File: src/rtl/mc_alu_sequencer.sv
// mc_alu_sequencer
//   Multi-cycle control FSM for the MIPS core. It sequences the shared ALU,
//   register file, PC/IR and the unified instruction/data memory port. It
//   decodes opcode/funct, drives Moore datapath controls per state (the only
//   exceptions are the IR/PC load strobes in FETCH, which are qualified by
//   ack), and handshakes with memory via req/ack. A watchdog traps a stalled
//   memory into a sticky FAULT state.
//
// Parameters
//   MEM_TIMEOUT   cycles a memory state waits for ack before FAULT (0 = never)
//
// Ports
//   i_clk, i_rst_n        clock, asynchronous active-low reset
//   i_opcode, i_funct     IR[31:26], IR[5:0]
//   i_zero                ALU zero flag (same-cycle)
//   i_mem_ack             memory completes the current request
//   o_mem_req/o_mem_we    memory request / write enable
//   o_iord                address mux (0 = PC, 1 = ALUOut)
//   o_ir_we, o_pc_we      IR / PC load strobes
//   o_pc_src              00 ALU result, 01 ALUOut, 10 jump target
//   o_alu_src_a/_b        ALU operand selects
//   o_alu_func            4-bit ALU function code
//   o_reg_we/o_reg_dst    register write / destination select (1 = rd)
//   o_mem_to_reg          writeback source (1 = memory data register)
//   o_fault               sticky trap (illegal instruction or memory timeout)
//   o_state               current state encoding
module mc_alu_sequencer #(
    parameter int unsigned MEM_TIMEOUT = 255
) (
    input  logic       i_clk,
    input  logic       i_rst_n,
    input  logic [5:0] i_opcode,
    input  logic [5:0] i_funct,
    input  logic       i_zero,
    input  logic       i_mem_ack,
    output logic       o_mem_req,
    output logic       o_mem_we,
    output logic       o_iord,
    output logic       o_ir_we,
    output logic       o_pc_we,
    output logic [1:0] o_pc_src,
    output logic       o_alu_src_a,
    output logic [1:0] o_alu_src_b,
    output logic [3:0] o_alu_func,
    output logic       o_reg_we,
    output logic       o_reg_dst,
    output logic       o_mem_to_reg,
    output logic       o_fault,
    output logic [3:0] o_state
);

    typedef enum logic [3:0] {
        IDLE     = 4'd0,
        FETCH    = 4'd1,
        DECODE   = 4'd2,
        EXEC_R   = 4'd3,
        EXEC_I   = 4'd4,
        ALU_WB   = 4'd5,
        MEM_ADDR = 4'd6,
        MEM_RD   = 4'd7,
        MEM_WB   = 4'd8,
        MEM_WR   = 4'd9,
        BRANCH   = 4'd10,
        JUMP     = 4'd11,
        FAULT    = 4'd15
    } state_t;

    localparam logic [3:0] ALU_ADD = 4'b1000;
    localparam logic [3:0] ALU_SUB = 4'b1001;
    localparam logic [3:0] ALU_AND = 4'b1100;
    localparam logic [3:0] ALU_OR  = 4'b1101;
    localparam logic [3:0] ALU_NOR = 4'b1110;
    localparam logic [3:0] ALU_XOR = 4'b1111;
    localparam logic [3:0] ALU_SLL = 4'b0000;
    localparam logic [3:0] ALU_SRL = 4'b0001;
    localparam logic [3:0] ALU_SRA = 4'b0010;
    localparam logic [3:0] ALU_SLT = 4'b0100;

    localparam logic [5:0] OP_RTYPE = 6'h00;
    localparam logic [5:0] OP_J     = 6'h02;
    localparam logic [5:0] OP_BEQ   = 6'h04;
    localparam logic [5:0] OP_BNE   = 6'h05;
    localparam logic [5:0] OP_ADDI  = 6'h08;
    localparam logic [5:0] OP_SLTI  = 6'h0A;
    localparam logic [5:0] OP_ANDI  = 6'h0C;
    localparam logic [5:0] OP_ORI   = 6'h0D;
    localparam logic [5:0] OP_XORI  = 6'h0E;
    localparam logic [5:0] OP_LW    = 6'h23;
    localparam logic [5:0] OP_SW    = 6'h2B;

    // The counter only ever reaches MEM_TIMEOUT-1 before a trap or a state change.
    localparam int unsigned WD_W = (MEM_TIMEOUT < 2) ? 1 : $clog2(MEM_TIMEOUT + 1);

    state_t          state;
    state_t          state_nx;
    logic [WD_W-1:0] wd_cnt;
    logic            wd_expired;
    logic            mem_wait;
    logic            r_legal;
    logic [3:0]      r_func;
    logic [3:0]      i_func;

    assign o_state = state;

    // Funct decode for R-type instructions; r_legal gates DECODE -> EXEC_R.
    always_comb begin
        r_legal = 1'b1;
        r_func  = ALU_ADD;
        case (i_funct)
            6'h20:   r_func = ALU_ADD;
            6'h22:   r_func = ALU_SUB;
            6'h24:   r_func = ALU_AND;
            6'h25:   r_func = ALU_OR;
            6'h26:   r_func = ALU_XOR;
            6'h27:   r_func = ALU_NOR;
            6'h2A:   r_func = ALU_SLT;
            6'h00:   r_func = ALU_SLL;
            6'h02:   r_func = ALU_SRL;
            6'h03:   r_func = ALU_SRA;
            default: r_legal = 1'b0;
        endcase
    end

    always_comb begin
        case (i_opcode)
            OP_ADDI: i_func = ALU_ADD;
            OP_ANDI: i_func = ALU_AND;
            OP_ORI:  i_func = ALU_OR;
            OP_XORI: i_func = ALU_XOR;
            OP_SLTI: i_func = ALU_SLT;
            default: i_func = ALU_ADD;
        endcase
    end

    // The limit cycle is the MEM_TIMEOUT-th waiting cycle; an ack in that same
    // cycle takes priority because the ack branches are tested first below.
    assign wd_expired = (MEM_TIMEOUT != 0) && (32'(wd_cnt) == MEM_TIMEOUT - 1);
    assign mem_wait   = o_mem_req && !i_mem_ack && (MEM_TIMEOUT != 0);

    always_ff @(posedge i_clk or negedge i_rst_n) begin
        if (!i_rst_n) begin
            state <= IDLE;
        end else begin
            state <= state_nx;
        end
    end

    // Any state change clears the count, which covers entry to every memory state.
    always_ff @(posedge i_clk or negedge i_rst_n) begin
        if (!i_rst_n) begin
            wd_cnt <= '0;
        end else if (state_nx != state) begin
            wd_cnt <= '0;
        end else if (mem_wait) begin
            wd_cnt <= wd_cnt + WD_W'(1);
        end
    end

    always_comb begin
        state_nx     = state;
        o_mem_req    = 1'b0;
        o_mem_we     = 1'b0;
        o_iord       = 1'b0;
        o_ir_we      = 1'b0;
        o_pc_we      = 1'b0;
        o_pc_src     = 2'b00;
        o_alu_src_a  = 1'b0;
        o_alu_src_b  = 2'b00;
        o_alu_func   = ALU_ADD;
        o_reg_we     = 1'b0;
        o_reg_dst    = 1'b0;
        o_mem_to_reg = 1'b0;
        o_fault      = 1'b0;

        case (state)
            IDLE: begin
                state_nx = FETCH;
            end

            FETCH: begin
                o_mem_req   = 1'b1;
                o_alu_src_b = 2'b01;
                if (i_mem_ack) begin
                    o_ir_we  = 1'b1;
                    o_pc_we  = 1'b1;
                    state_nx = DECODE;
                end else if (wd_expired) begin
                    state_nx = FAULT;
                end
            end

            DECODE: begin
                o_alu_src_b = 2'b11;
                case (i_opcode)
                    OP_RTYPE:                                 state_nx = r_legal ? EXEC_R : FAULT;
                    OP_ADDI, OP_ANDI, OP_ORI, OP_XORI, OP_SLTI: state_nx = EXEC_I;
                    OP_LW, OP_SW:                             state_nx = MEM_ADDR;
                    OP_BEQ, OP_BNE:                           state_nx = BRANCH;
                    OP_J:                                     state_nx = JUMP;
                    default:                                  state_nx = FAULT;
                endcase
            end

            EXEC_R: begin
                o_alu_src_a = 1'b1;
                o_alu_func  = r_func;
                state_nx    = ALU_WB;
            end

            EXEC_I: begin
                o_alu_src_a = 1'b1;
                o_alu_src_b = 2'b10;
                o_alu_func  = i_func;
                state_nx    = ALU_WB;
            end

            ALU_WB: begin
                o_reg_we  = 1'b1;
                o_reg_dst = (i_opcode == OP_RTYPE);
                state_nx  = FETCH;
            end

            MEM_ADDR: begin
                o_alu_src_a = 1'b1;
                o_alu_src_b = 2'b10;
                state_nx    = (i_opcode == OP_LW) ? MEM_RD : MEM_WR;
            end

            MEM_RD: begin
                o_mem_req = 1'b1;
                o_iord    = 1'b1;
                if (i_mem_ack) begin
                    state_nx = MEM_WB;
                end else if (wd_expired) begin
                    state_nx = FAULT;
                end
            end

            MEM_WB: begin
                o_reg_we     = 1'b1;
                o_mem_to_reg = 1'b1;
                state_nx     = FETCH;
            end

            MEM_WR: begin
                o_mem_req = 1'b1;
                o_mem_we  = 1'b1;
                o_iord    = 1'b1;
                if (i_mem_ack) begin
                    state_nx = FETCH;
                end else if (wd_expired) begin
                    state_nx = FAULT;
                end
            end

            BRANCH: begin
                o_alu_src_a = 1'b1;
                o_alu_func  = ALU_SUB;
                o_pc_src    = 2'b01;
                o_pc_we     = ((i_opcode == OP_BEQ) && i_zero) ||
                              ((i_opcode == OP_BNE) && !i_zero);
                state_nx    = FETCH;
            end

            JUMP: begin
                o_pc_src = 2'b10;
                o_pc_we  = 1'b1;
                state_nx = FETCH;
            end

            FAULT: begin
                o_fault = 1'b1;
            end

            default: begin
                state_nx = FAULT;
            end
        endcase
    end

endmodule

File: config.mk
export PLATFORM = sky130hd
export DESIGN_NAME = mc_alu_sequencer
export DESIGN_NICKNAME = d
export VERILOG_FILES = /design/src/rtl/mc_alu_sequencer.sv
export SDC_FILE = /design/constraint.sdc
export NUM_CORES = 1
export LEC_CHECK = 0
export CAP_MARGIN = 30
export CORE_MARGIN = 2
export CORE_UTILIZATION = 40
export CTS_BUF_LIST = sky130_fd_sc_hd__clkbuf_8
export CTS_CLUSTER_DIAMETER = 40
export DETAILED_ROUTE_END_ITERATION = 7
export PLACE_DENSITY_LB_ADDON = 0.1
export REMOVE_ABC_BUFFERS = 1
export SLEW_MARGIN = 20
export SYNTH_ARGS = -nofsm -noshare
export SYNTH_HDL_FRONTEND = slang
export SYNTH_SLANG_ARGS = --single-unit
File: constraint.sdc
create_clock -name i_clk -period 2.7 [get_ports i_clk]
set_input_delay 0.27 -clock i_clk [delete_from_list [all_inputs] [get_ports i_clk]]
set_output_delay 0.27 -clock i_clk [all_outputs]
set_load 0.02 [all_outputs]
Word-level counts from Yosys, hierarchy flattened
Cells that the tools add are included.

Logic and storage cells: 84. Output and inout port bits: 22. Flip-flop bits (word level): 12.

Muxes and demuxes: 27. Add/sub/neg operators: 1. Equal/unequal tests: 33. Reduce and logical (&&, ||, !) cells: 21.

Operator list (number): 6-bit equality test (second input constant) (9); 4-bit case mux with 9 select lines (1); 4-bit case mux with 8 select lines (1); 6-bit by 4-bit equality test with 1-bit output (second input constant) (5); 4-bit 2-to-1 mux (6); 4-bit equality test (second input constant) (5); 4-bit case mux with 5 select lines (1); 6-bit by 2-bit equality test with 1-bit output (second input constant) (3); 4-bit by 3-bit equality test with 1-bit output (second input constant) (4); 8-bit 2-to-1 mux (2); 4-bit case mux with 4 select lines (1); 6-bit by 3-bit equality test with 1-bit output (second input constant) (2); 6-bit zero test (2); 4-bit case mux with 3 select lines (1); 2-bit OR reduction (6); 1-bit 2-to-1 mux (11); 10-bit OR reduction (1); 5-bit OR reduction (2); 8-bit by 1-bit adder with 8-bit output (second input constant) (1); 4-bit by 2-bit equality test with 1-bit output (second input constant) (2); 8-bit equality test (second input constant) (1); 2-bit case mux with 3 select lines (1); 4-bit by 1-bit equality test with 1-bit output (second input constant) (1); 4-bit zero test (1); other kinds (9) (12).

Logic depth before layout (Yosys ltp)
Gate-level depths: netlist of the first run.

Word-level depth: 8. Gate-level depth with buffers: 10.

Least setup slack after synthesis of the first run
Ideal clock, no wire load.

Path type: flip-flop to output port. Start point: reg state[1], in the netlist o_state[1]. End point: out o_alu_func[1]. Buffers on the path: 2. Stages on the path, launching flop included: 6. Slack: 0.174 ns. Data required time: 2.430 ns. Data arrival time: 2.256 ns. Cells stage by stage: dfrtp_1 clkbuf_1 buf_1 nand2_1 or3_1 o32ai_1.

Cells in the longest elaborated chain, start to end: 2. Elaborated cells between the ends (all ways): 4.

Ends and longest elaborated chain: start: declaration (RTL line 94) `state_t state;`; start signal: assignment (RTL line 144) `state <= state_nx;`; 4-bit equality test (tied with other cells) (RTL line 175) `case (state)`; 4-bit case mux with 3 select lines * (RTL line 175); end: declaration (RTL line 44) `output logic [3:0] o_alu_func,`.

Mark *: on every way between the ends. The rest lies on a longest branch, timed or not.

Worst setup path after layout of the first run
Start point: in i_opcode[3]. End point: reg wd_cnt[4].

Cells in the longest elaborated chain, start to end: 6. Elaborated cells between the ends (all ways): 20.

Ends and longest elaborated chain: start: declaration (RTL line 32) `input logic [5:0] i_opcode,`; 6-bit by 4-bit equality test with 1-bit output (tied with other cells) (RTL line 194) `case (i_opcode)`; 5-bit OR reduction or 2-bit OR reduction (tied branches) (RTL line 194); 4-bit case mux with 5 select lines (RTL line 194); 4-bit case mux with 8 select lines * (RTL line 175); 4-bit inequality test * (RTL line 152) `end else if (state_nx != state) begin`; 8-bit 2-to-1 mux or 2-bit nonzero test (tied branches); end signal: assignment (RTL line 155) `wd_cnt <= wd_cnt + WD_W'(1);`; end: declaration (RTL line 96) `logic [WD_W-1:0] wd_cnt;`.

Marked as above. A chain may end at the register's enable or synchronous reset.

==> run summary, run 1 <==
The initial detailed-routing violation count came out at 86. The total wire length is 4180 um. The post-cts resize count came out at 0. On the worst path, the slowest cell contributes a delay of 0.49 ns. In this run the critical register-to-register path is captured at wd_cnt[4]. The share of synthesized flip-flops with an asynchronous set or reset came out at 100%. The start-to-end type of the worst setup path is in -> reg.

The kind of cell with the highest combined delay on the critical path is simple AND/OR/NAND/NOR gates. The total of buffers placed on input and output ports came out at 37. The number of synthesis warnings came out at 0. The total routing resource utilization after global routing came out at 21.1%. The clock tree buffer depth came out at 2. The number of hold violations in the final report is 0. The congestion estimate from routability-driven global placement came to 0.876.

After synthesis, the mean cell area works out to 7.28 sq um. The maximum clock rate came out at 0.384 GHz. After the last flow step, the layout net total stands at 262.

The total number of cells along the worst setup path is 7. The cell area power density came out at 801 nW/um^2. The arrival time at the worst endpoint came out at 2.70 ns. The kind of path behind the tightest hold check is in -> async.

Adding up every negative setup slack in the final design gives 0 ns. Once the clock tree was built, the setup fixing pass inserted 0 buffers. The number of global-route vias before repair came to 1601.

The worst setup path is captured at a register. The max-capacitance violation count is 0. The number of clock buffers inserted by TritonCTS is 3. The level count of the clock H-tree came out at 1. The count of standard-cell rows came out at 21. The clock reaches the later pin of the worst-skew pair after 0.23 ns.

The number of sinks on the clock net came out at 12. The wire length per cell came out at 14.5 um. The max-slew violation count came out at 0. The critical path goes through clkdlybuf4s50_1 > or3_4 > or4_4 > o21ai_2 > a2bb2oi_1 > or3b_1 > nor4_1. The post-synthesis register bit count came out at 12. The nature of the critical path startpoint is an input pin. The first global-routing pass estimated 7110 um of wire. The worst-case vdd ir drop is 382 uV. The count of flip-flops with a built-in enable after synthesis came out at 0. The number of library cell types mapped by synthesis is 57. For this design the top-level I/O count stands at 38.

The worst clock skew on the final layout came out at 0.00488 ns. The worst-case register-to-register setup slack came out at 0.20 ns. The flow ran to the end, and the final reports show no timing, DRC or antenna violations.

The worst path in the final design needs a cycle of 2.61 ns, including I/O delays and setup. The sum of buffers and inverters on the critical path is 1. The pre-antenna-repair detailed-routing pass consisted of 4 iterations. The via density per instance is 5.74. The wire-length estimate of the detail-placed layout is 3160 um.

In the synthesized netlist, the number of instances is 199. The fraction of layout cells with a size suffix above 1 came out at 12.0%. The remaining antenna violation count is 0. At the pin with the least slew margin, the transition time is 0.519 ns. The final cycle utilization of the critical path is 96.6%. The repair_antennas step left the layout with diodes totalling 0.

The initial antenna violation count is 0. The netlist area before placement came out at 1450 sq um. In this run the vertical extent of the chip is 64.2 um. Total power for the finished layout comes to 1590 uW. The endpoint required time on the critical path is 2.79 ns. Compared with the post-synthesis result, the final layout area differs by 36.9%. The worst slew slack as a fraction of its limit is 65.3%. The largest individual stage delay along the critical path comes from the cell sky130_fd_sc_hd__or4_4. Detailed routing inserted a total of 1652 vias. The cell depth of the worst flop-to-flop path came out at 8. The total congestion overflow is 0.

The peak fanout along the critical path is 7. The primary flip-flop cell chosen by synthesis mapping is sky130_fd_sc_hd__dfrtp_1. The startpoint identified for the worst register-to-register timing path is o_state[0]. The total core area came out at 3420 sq um.

The leakage component of the power came out at 0.000755 uW. The width of the die is 64.2 um. The sequential area share after synthesis came out at 20.7%.

Setup repair after global routing left no endpoint under its margin. The number of hold buffers added after CTS was 0. TritonCTS built the clock tree. The number of setup violations in the final report is 0. The full die area came out at 4120 sq um. After clock tree synthesis, the clock-pin slew on the worst setup and hold paths is 0.05 ns.

The number of design rule violations left after detail routing is 0. For this configuration, the core starts out at a cell density of 42.4%. The largest net degree at the start of global routing is 21. CTS placed an instance of sky130_fd_sc_hd__clkbuf_8 at the clock tree root.
==> metal layers <==
| layer | GRT usage, % | routed length (um) | vias up |
|---|---|---|---|
| li1 | - | - | 830 |
| met1 | 29.3 | 1980 | 758 |
| met2 | 34.0 | 1940 | 56 |
| met3 | 2.11 | 181 | 8 |
| met4 | 7.18 | 82 | 0 |
| met5 | 0 | 0 | - |
==> flip-flops by register name, indices dropped and copies added, names as in the netlist <==
name     count
wd_cnt       8
o_state      4
==> per-stage QoR <==
| step | worst slack, ns | instance area [sq um] | utilization, % | hold WS (ns) | cells |
|---|---|---|---|---|---|
| after floorplan | 0.313 | 1390 | - | -0.0256 | 185 |
| after global placement | 0.0558 | 1940 | 56.8 | 0.550 | 285 |
| after detailed placement | -0.0635 | 1940 | 56.8 | 0.563 | 285 |
| after CTS | 0.0889 | 1980 | 58.0 | 0.395 | 288 |
| after global routing | 0.0219 | 1980 | 58.1 | 0.420 | 288 |
| final | 0.0931 | 1980 | 58.1 | 0.382 | 288 |
==> synth_stat cells (3+ instances only) <==
library cell / count / share of area (%)
sky130_fd_sc_hd__o21ai_0: 16 / 5.5
sky130_fd_sc_hd__a221oi_1: 3 / 1.8
sky130_fd_sc_hd__buf_2: 3 / 1.0
sky130_fd_sc_hd__nand2b_1: 7 / 3.0
sky130_fd_sc_hd__a21oi_1: 7 / 2.4
sky130_fd_sc_hd__and3_1: 3 / 1.3
sky130_fd_sc_hd__nor2_1: 18 / 4.7
sky130_fd_sc_hd__dfrtp_1: 12 / 21
sky130_fd_sc_hd__nor3_1: 9 / 3.1
sky130_fd_sc_hd__xor2_1: 5 / 3.0
sky130_fd_sc_hd__nand4_1: 4 / 1.7
sky130_fd_sc_hd__nand2_1: 15 / 3.9
sky130_fd_sc_hd__xnor2_1: 4 / 2.4
sky130_fd_sc_hd__a211oi_1: 3 / 1.6
sky130_fd_sc_hd__or3_1: 3 / 1.3
sky130_fd_sc_hd__nor4_1: 12 / 5.2
sky130_fd_sc_hd__inv_1: 8 / 2.1
sky130_fd_sc_hd__nand3_1: 5 / 1.7
sky130_fd_sc_hd__nor2b_1: 3 / 1.3
sky130_fd_sc_hd__nor3b_1: 4 / 2.1
sky130_fd_sc_hd__clkbuf_1: 9 / 2.3
==> kinds of logic after synthesis <==
logic type / share of synthesized area, %
AO/OA/AOI/OAI: 22.7
adder cells (fa/ha/maj): 1.73
XOR/XNOR: 5.44
AND/OR/NAND/NOR: 40.5
buffers and inverters: 6.73
flip-flops: 20.7
multiplexers: 2.16
==> report_power, final <==
| part | switching (uW) | total, uW | internal [uW] |
|---|---|---|---|
| registers | 52.5 | 271 | 218 |
| clock network | 55.6 | 153 | 97.4 |
| logic | 662 | 1160 | 502 |
| total | 770 | 1590 | 818 |
==> placed cells by master (no fill, tap or decap), drive strengths merged, types with 3 or more instances in the layout <==
cell type	n
and3	3
nor3	9
nor3b	4
o21ai	17
nand4	4
nand2b	7
xor2	5
nor2b	3
a211oi	3
a21oi	7
nand3	5
nand2	15
clkdlybuf4s50	37
a221oi	3
inv	8
clkbuf	3
nor4	12
nor2	18
dfrtp	12
buf	17
or3	4
xnor2	4
==> worst max path at each step <==
stage                startpoint         to
CTS                 i_opcode[3]  wd_cnt[4]
global route        i_opcode[2]  wd_cnt[4]
finish              i_opcode[3]  wd_cnt[4]
global placement    i_opcode[3]  wd_cnt[4]
detailed placement  i_opcode[3]  wd_cnt[4]
floorplan            o_state[1]  wd_cnt[0]
==> cell type report <==
class | instances | area, sq um
repair buffers | 54 | 498
flip-flops and latches | 12 | 302
multi-input cells | 164 | 1050
clock buffers | 3 | 41.3
well taps | 46 | 57.6
inverters | 9 | 33.8
fillers | 326 | 1430
(Power assumes the default switching activity.)
==> run 2, diff against run 1 <==
clock period = 2.6 ns   (was 2.7 ns; I/O delays follow)
==> run summary, run 2 (same netlist as run 1, synthesis figures left out) <==
The net switching power is 819 uW. CTS saw 12 sinks. In this run the vertical extent of the chip is 64.2 um.

The worst path uses 96.2% of the clock period. The most common cell after layout, fill and taps aside is sky130_fd_sc_hd__clkdlybuf4s50_1. The full die area is 4120 sq um.

In this run the cell area measured after placement is 1960 sq um. The register with the most flip-flops in the layout has 8 of them. The power share of the combinational group came out at 73.8%.

The total congestion overflow came out at 0. The first global-routing pass estimated 7120 um of wire. The region available for standard cell placement spans 3420 sq um.

For met2 alone, demand over resource in global routing was 37.2%. The total negative slack is 0 ns. Counting flops per register, the top entry is wd_cnt. The width of the die is 64.2 um. Global routing used 1.94% of the available met3 tracks. The antenna diode count came out at 0. The flow ran to the end, and the final reports show no timing, DRC or antenna violations. The count of buffers added on input and output ports is 37. The top cell types in the final layout, fill and taps aside, are 33 x sky130_fd_sc_hd__clkdlybuf4s50_1, 20 x sky130_fd_sc_hd__buf_4, 17 x sky130_fd_sc_hd__nor2_1. STA classifies the critical path startpoint as an input pin. The largest net degree at the start of global routing came out at 21. The worst-case vdd ir drop came out at 433 uV. The worst clock skew on the final layout came out at 0.00434 ns.

Once detail routing completed, the nets flagged for antenna violations numbered 0. After the last flow step, the layout net total stands at 265. The number of design rule violations left after detail routing is 0. The minimum period implied by the final worst setup slack is 2.50 ns. Counting along the longest clock path gives a buffer depth of 2. The fraction of layout cells with a size suffix above 1 came out at 14.3%. The sum of net half-perimeters after detailed placement came out at 3260 um. The hold buffer count at cts came out at 0. The net switching share of the total power came out at 48.4%. The total wire length came out at 4250 um. The count of standard-cell rows came out at 21.

The global placement routability congestion came out at 0.933. The number of hold violations in the final report came out at 0. The level count of the clock H-tree is 1.

The number of iterations in the first detailed-routing pass came out at 5. From synthesis to final layout, the design area changed by 40.0%. The critical path is of the in -> out type. The proportion of power drawn by flip-flops and latches is 16.7%. The worst pin sits at a relative slew slack of 64.2%. The number of gates resized after CTS was 0. The transition at the pin with the smallest max-transition slack is 0.536 ns. Global routing consumed, on the met1 layer, 27.8% of the routing resources. The number of global-route vias before repair came out at 1635. The post-layout utilization of the core came out at 59.4%. The max-slew violation count is 0. The peak fanout along the critical path came out at 4.

The via density per instance is 5.86. The initial detailed-routing violation count came out at 98. For this block, the via count after detailed routing is 1704. The endpoint required time on the critical path is 2.34 ns. The number of buffers inserted to repair setup after CTS is 0. For this design the static power due to leakage is 0.000815 uW. The clock latency on the worst-skew pair came out at 0.24 ns. TritonCTS created 3 clock buffers. TritonCTS built the clock tree. The final cell area excluding filler cells came out at 2030 sq um. The effective utilization at floorplan is 42.4%. The power share of the clock group came out at 9.5%. The number of setup violations in the final report came out at 0. The cell area power density came out at 834 nW/um^2. The maximum clock rate came out at 0.400 GHz. STA classifies the critical path endpoint as an output port. The total routing resource utilization after global routing is 21.4%. The final total power came out at 1690 uW.

The count of pins on the block boundary came out at 38. Setup repair after global routing left no endpoint under its margin. The max-capacitance violation count came out at 0.

The wire length per cell came out at 14.6 um. The arrival time at the worst endpoint came out at 2.24 ns. met2 is the most crowded layer. The internal cell power is 873 uW. In this run the worst hold path is classified as in -> async. Clock tree synthesis selected as its root buffer the cell sky130_fd_sc_hd__clkbuf_8.

After clock tree synthesis, the clock-pin slew on the worst setup and hold paths is 0.05 ns. The worst-case register-to-register setup slack is 0.19 ns. The initial antenna violation count came out at 0.
run 2: cell types whose count changed in the layout (fill, tap and decap cells not counted), sizes merged:
cell / before / now
clkinvlp: 0 / 1
clkdlybuf4s50: 37 / 33
clkinv: 1 / 0
dlymetal6s2s: 0 / 4
buf: 17 / 20
run 2: worst paths after layout:
kind,from,depth (start not counted),endpoint
min,i_rst_n,1,wd_cnt[7]
max,i_opcode[3],5,o_reg_dst
max in group asynchronous,i_rst_n,1,o_state[1]
min reg2reg,wd_cnt[7],2,wd_cnt[7]
min in group i_clk,wd_cnt[7],2,wd_cnt[7]
max reg2reg,o_state[0],8,wd_cnt[7]
run 2: power by group through the flow:
stage	Combinational [uW]	Sequential, uW	Clock [uW]
finish	1250	282	161
global route	1370	289	171
CTS	1240	279	163
detailed placement	1230	281	0
global placement	1220	279	0
floorplan	616	373	0
run 2: metal layers:
metal	up-vias	wire length, um
met3	2	258
li1	839	-
met5	-	0
met2	65	2100
met4	0	26
met1	798	1860
run 2: stage by stage:
step	std cells	hold WS [ns]	setup WS, ns
3_5_place_dp	288	0.558	-0.136
5_1_grt	291	0.432	0.0132
3_3_place_gp	288	0.551	-0.0327
6_report	291	0.378	0.0998
2_1_floorplan	185	-0.0356	0.213
4_1_cts	291	0.394	0.0225
run 2: layout make-up:
class	count	area, sq um
timing repair buffer	57	531
sequential	12	302
fill	311	1390
multi-input combinational	164	1060
tap	46	57.6
inverter	9	37.5
clock buffer	3	41.3
run 2: worst max-delay path, cell delays in order:
cell and delay [ns]:
sky130_fd_sc_hd__clkdlybuf4s50_1 0.43, sky130_fd_sc_hd__or3_4 0.42, sky130_fd_sc_hd__nor4_1 0.25, sky130_fd_sc_hd__nor3b_1 0.24, sky130_fd_sc_hd__clkdlybuf4s50_1 0.64
==> run 3, diff against run 2 <==
CORE_ASPECT_RATIO = 2   (was not set)
CORE_UTILIZATION = 25   (was 40)
PLACE_DENSITY_LB_ADDON = 0.05   (was 0.1)
==> run summary, run 3 (same netlist as run 1, synthesis figures left out) <==
The flow ran to the end, and the final reports show no timing, DRC or antenna violations. Entering global routing, the biggest net connects 21 pins. With fillers left out, the area of the finished cells amounts to 2120 sq um.

TritonCTS built the clock tree. The most flop-heavy register is wd_cnt. The tree is rooted in a sky130_fd_sc_hd__clkbuf_8.

The final critical path takes up 94.0% of the cycle. The total wire length is 5570 um. Buffers inserted to repair hold after CTS numbered 0.

Counting every sink on the clock net gives 12. The cell area power density is 847 nW/um^2. The final layout net count came out at 276. The full die area is 6460 sq um. The endpoint required time on the critical path is 2.34 ns. The worst slew slack as a fraction of its limit came out at 62.5%.

Setup repair after global routing left no endpoint under its margin. The effective utilization at floorplan came out at 25.6%. For the worst flop-to-flop path, the logic depth is 6. After detailed placement, the design holds a cell count of 314. The count of nets left with antenna violations once routing finished came out at 0.

The total core area is 5660 sq um. STA classifies the critical path endpoint as an output port. The maximum clock rate came out at 0.409 GHz.

The routed design could run at a clock period as short as 2.45 ns. The number of setup buffers added after CTS is 0. The antenna diode count came out at 0. The filler cell count in the final layout came out at 622. The post-route netlist has 18.0% of its cells at a drive strength greater than 1. Clock-pin slew was measured on the worst setup and hold paths at 0.05 ns. The global placement routability congestion is 0.846. Across the routed clock network, the largest skew measured is 0.00187 ns. The sum of net half-perimeters after detailed placement is 4590 um.

The via count is 1778. In the final layout, the multi-input gates occupy 1070 sq um. Measured along the x axis, the die boundary spans 57.8 um. The initial detailed-routing violation count came out at 67. The worst setup path is of the reg -> out kind. The library cell used most frequently in the layout, excluding fill and tap cells, is sky130_fd_sc_hd__clkdlybuf4s50_1.

The number of setup violations in the final report came out at 0. The path class of the tightest hold or removal check is in -> async. The number of hold violations in the final report is 0.

The count of placed standard cells in the final layout, fillers left out is 317. The arrival time at the worst endpoint is 2.19 ns. The count of standard-cell rows came out at 39.

The count of pins on the block boundary is 38. The sequential cells in the finished layout cover a total of 302 sq um. The height of the die is 112 um. The max-capacitance violation count came out at 0. The wire length per cell came out at 17.6 um. The total congestion overflow came out at 0.

The number of global-route vias before repair is 1883. The level count of the clock H-tree came out at 1. The clock tree buffer depth came out at 2. Along the worst path, the maximum fanout reaches 5. The via density per instance is 5.61. Relative to the synthesized area, the layout overhead comes to 46.4%. The leakage component of the power came out at 0.000848 uW. The max-slew violation count is 0. The worst-case vdd ir drop is 453 uV. The library cells used most frequently in the layout, excluding fill and tap cells, are 33 x sky130_fd_sc_hd__clkdlybuf4s50_1, 31 x sky130_fd_sc_hd__buf_4, 18 x sky130_fd_sc_hd__nor2_1. The placed instances occupy a cell area of 2060 sq um. The transition at the pin with the smallest max-transition slack is 0.560 ns. The number of iterations in the first detailed-routing pass is 4. The nature of the critical path startpoint is a register.

The clock latency on the worst-skew pair came out at 0.23 ns. The first global-routing pass estimated 9060 um of wire. The number of flip-flops under the largest register name is 8. The total of buffers placed on input and output ports is 37. The number of clock buffers inserted by TritonCTS came out at 3. In the routed design, unresolved DRC markers number 0. The initial antenna violation count came to 0. The total routing resource utilization after global routing is 17.9%.
-- run 3: cell count changes in the layout (fill, tap and decap cells not counted) --
cell,delta
sky130_fd_sc_hd__buf_4,+11
sky130_fd_sc_hd__dlygate4sd2_1,+3
sky130_fd_sc_hd__dlymetal6s2s_1,-3
sky130_fd_sc_hd__clkinv_1,+1
sky130_fd_sc_hd__clkinvlp_4,-1
sky130_fd_sc_hd__nor2_1,+1
sky130_fd_sc_hd__nor2_2,-1
sky130_fd_sc_hd__nor4_1,-1
sky130_fd_sc_hd__nor4_2,+1
sky130_fd_sc_hd__or3b_1,-1
sky130_fd_sc_hd__or3b_4,+1
-- run 3: per-stage QoR --
step | util, % | total power, uW | setup slack [ns] | setup TNS, ns | hold WS (ns)
after global placement | 36.5 | 1610 | -0.107 | -0.476 | 0.550
after detailed placement | 36.5 | 1620 | -0.168 | -0.911 | 0.554
after global routing | 37.5 | 1950 | 0.0557 | 0 | 0.449
after floorplan | - | 989 | 0.213 | 0 | -0.0356
after CTS | 37.3 | 1800 | 0.0460 | 0 | 0.416
final | 37.5 | 1800 | 0.155 | 0 | 0.393
-- run 3: critical path, stage by stage, from the launching register on --
cell and delay (ns):
sky130_fd_sc_hd__dfrtp_1 0.42, sky130_fd_sc_hd__or2_2 0.34, sky130_fd_sc_hd__or3_1 0.38, sky130_fd_sc_hd__o21ai_0 0.18, sky130_fd_sc_hd__clkdlybuf4s50_1 0.63
-- run 3: power by group --
group          internal, uW  total, uW  switching [uW]
Clock                   102        163            61.2
Sequential              227        297            70.2
Combinational           591       1340             746
-- run 3: what timing repair did --
action                                  4_1_cts  5_1_grt
resized for setup                             5        3
endpoints found under the setup margin        4        4
pin swaps                                     0        0
-- run 3: final cells by class --
type / instances / share of cell area, %
timing repair buffer: 68 / 28.4
multi-input combinational: 164 / 50.3
clock buffer: 3 / 1.95
tap: 61 / 3.60
sequential: 12 / 14.2
inverter: 9 / 1.59
-- run 3: final timing paths --
path                       slack [ns]       start             to
setup / recovery                 0.15  o_state[2]  o_alu_func[2]
hold / removal                   0.39     i_rst_n      wd_cnt[4]
setup reg to reg                 0.26  o_state[0]      wd_cnt[4]
hold reg to reg                  0.58   wd_cnt[7]      wd_cnt[7]
max in group asynchronous        1.81     i_rst_n     o_state[0]
min in group i_clk               0.58   wd_cnt[7]      wd_cnt[7]
-- run 3: per-layer routing --
metal  share of wire, %  routed length, um  global-route usage [%]  vias to the layer above
li1                   -                  -                       -                      851
met1                 35               1940                    17.3                      865
met2                 59               3270                    35.8                       53
met3                3.6                203                    1.86                        9
met4                2.9                160                    6.98                        0
met5                  0                  0                       0                        -
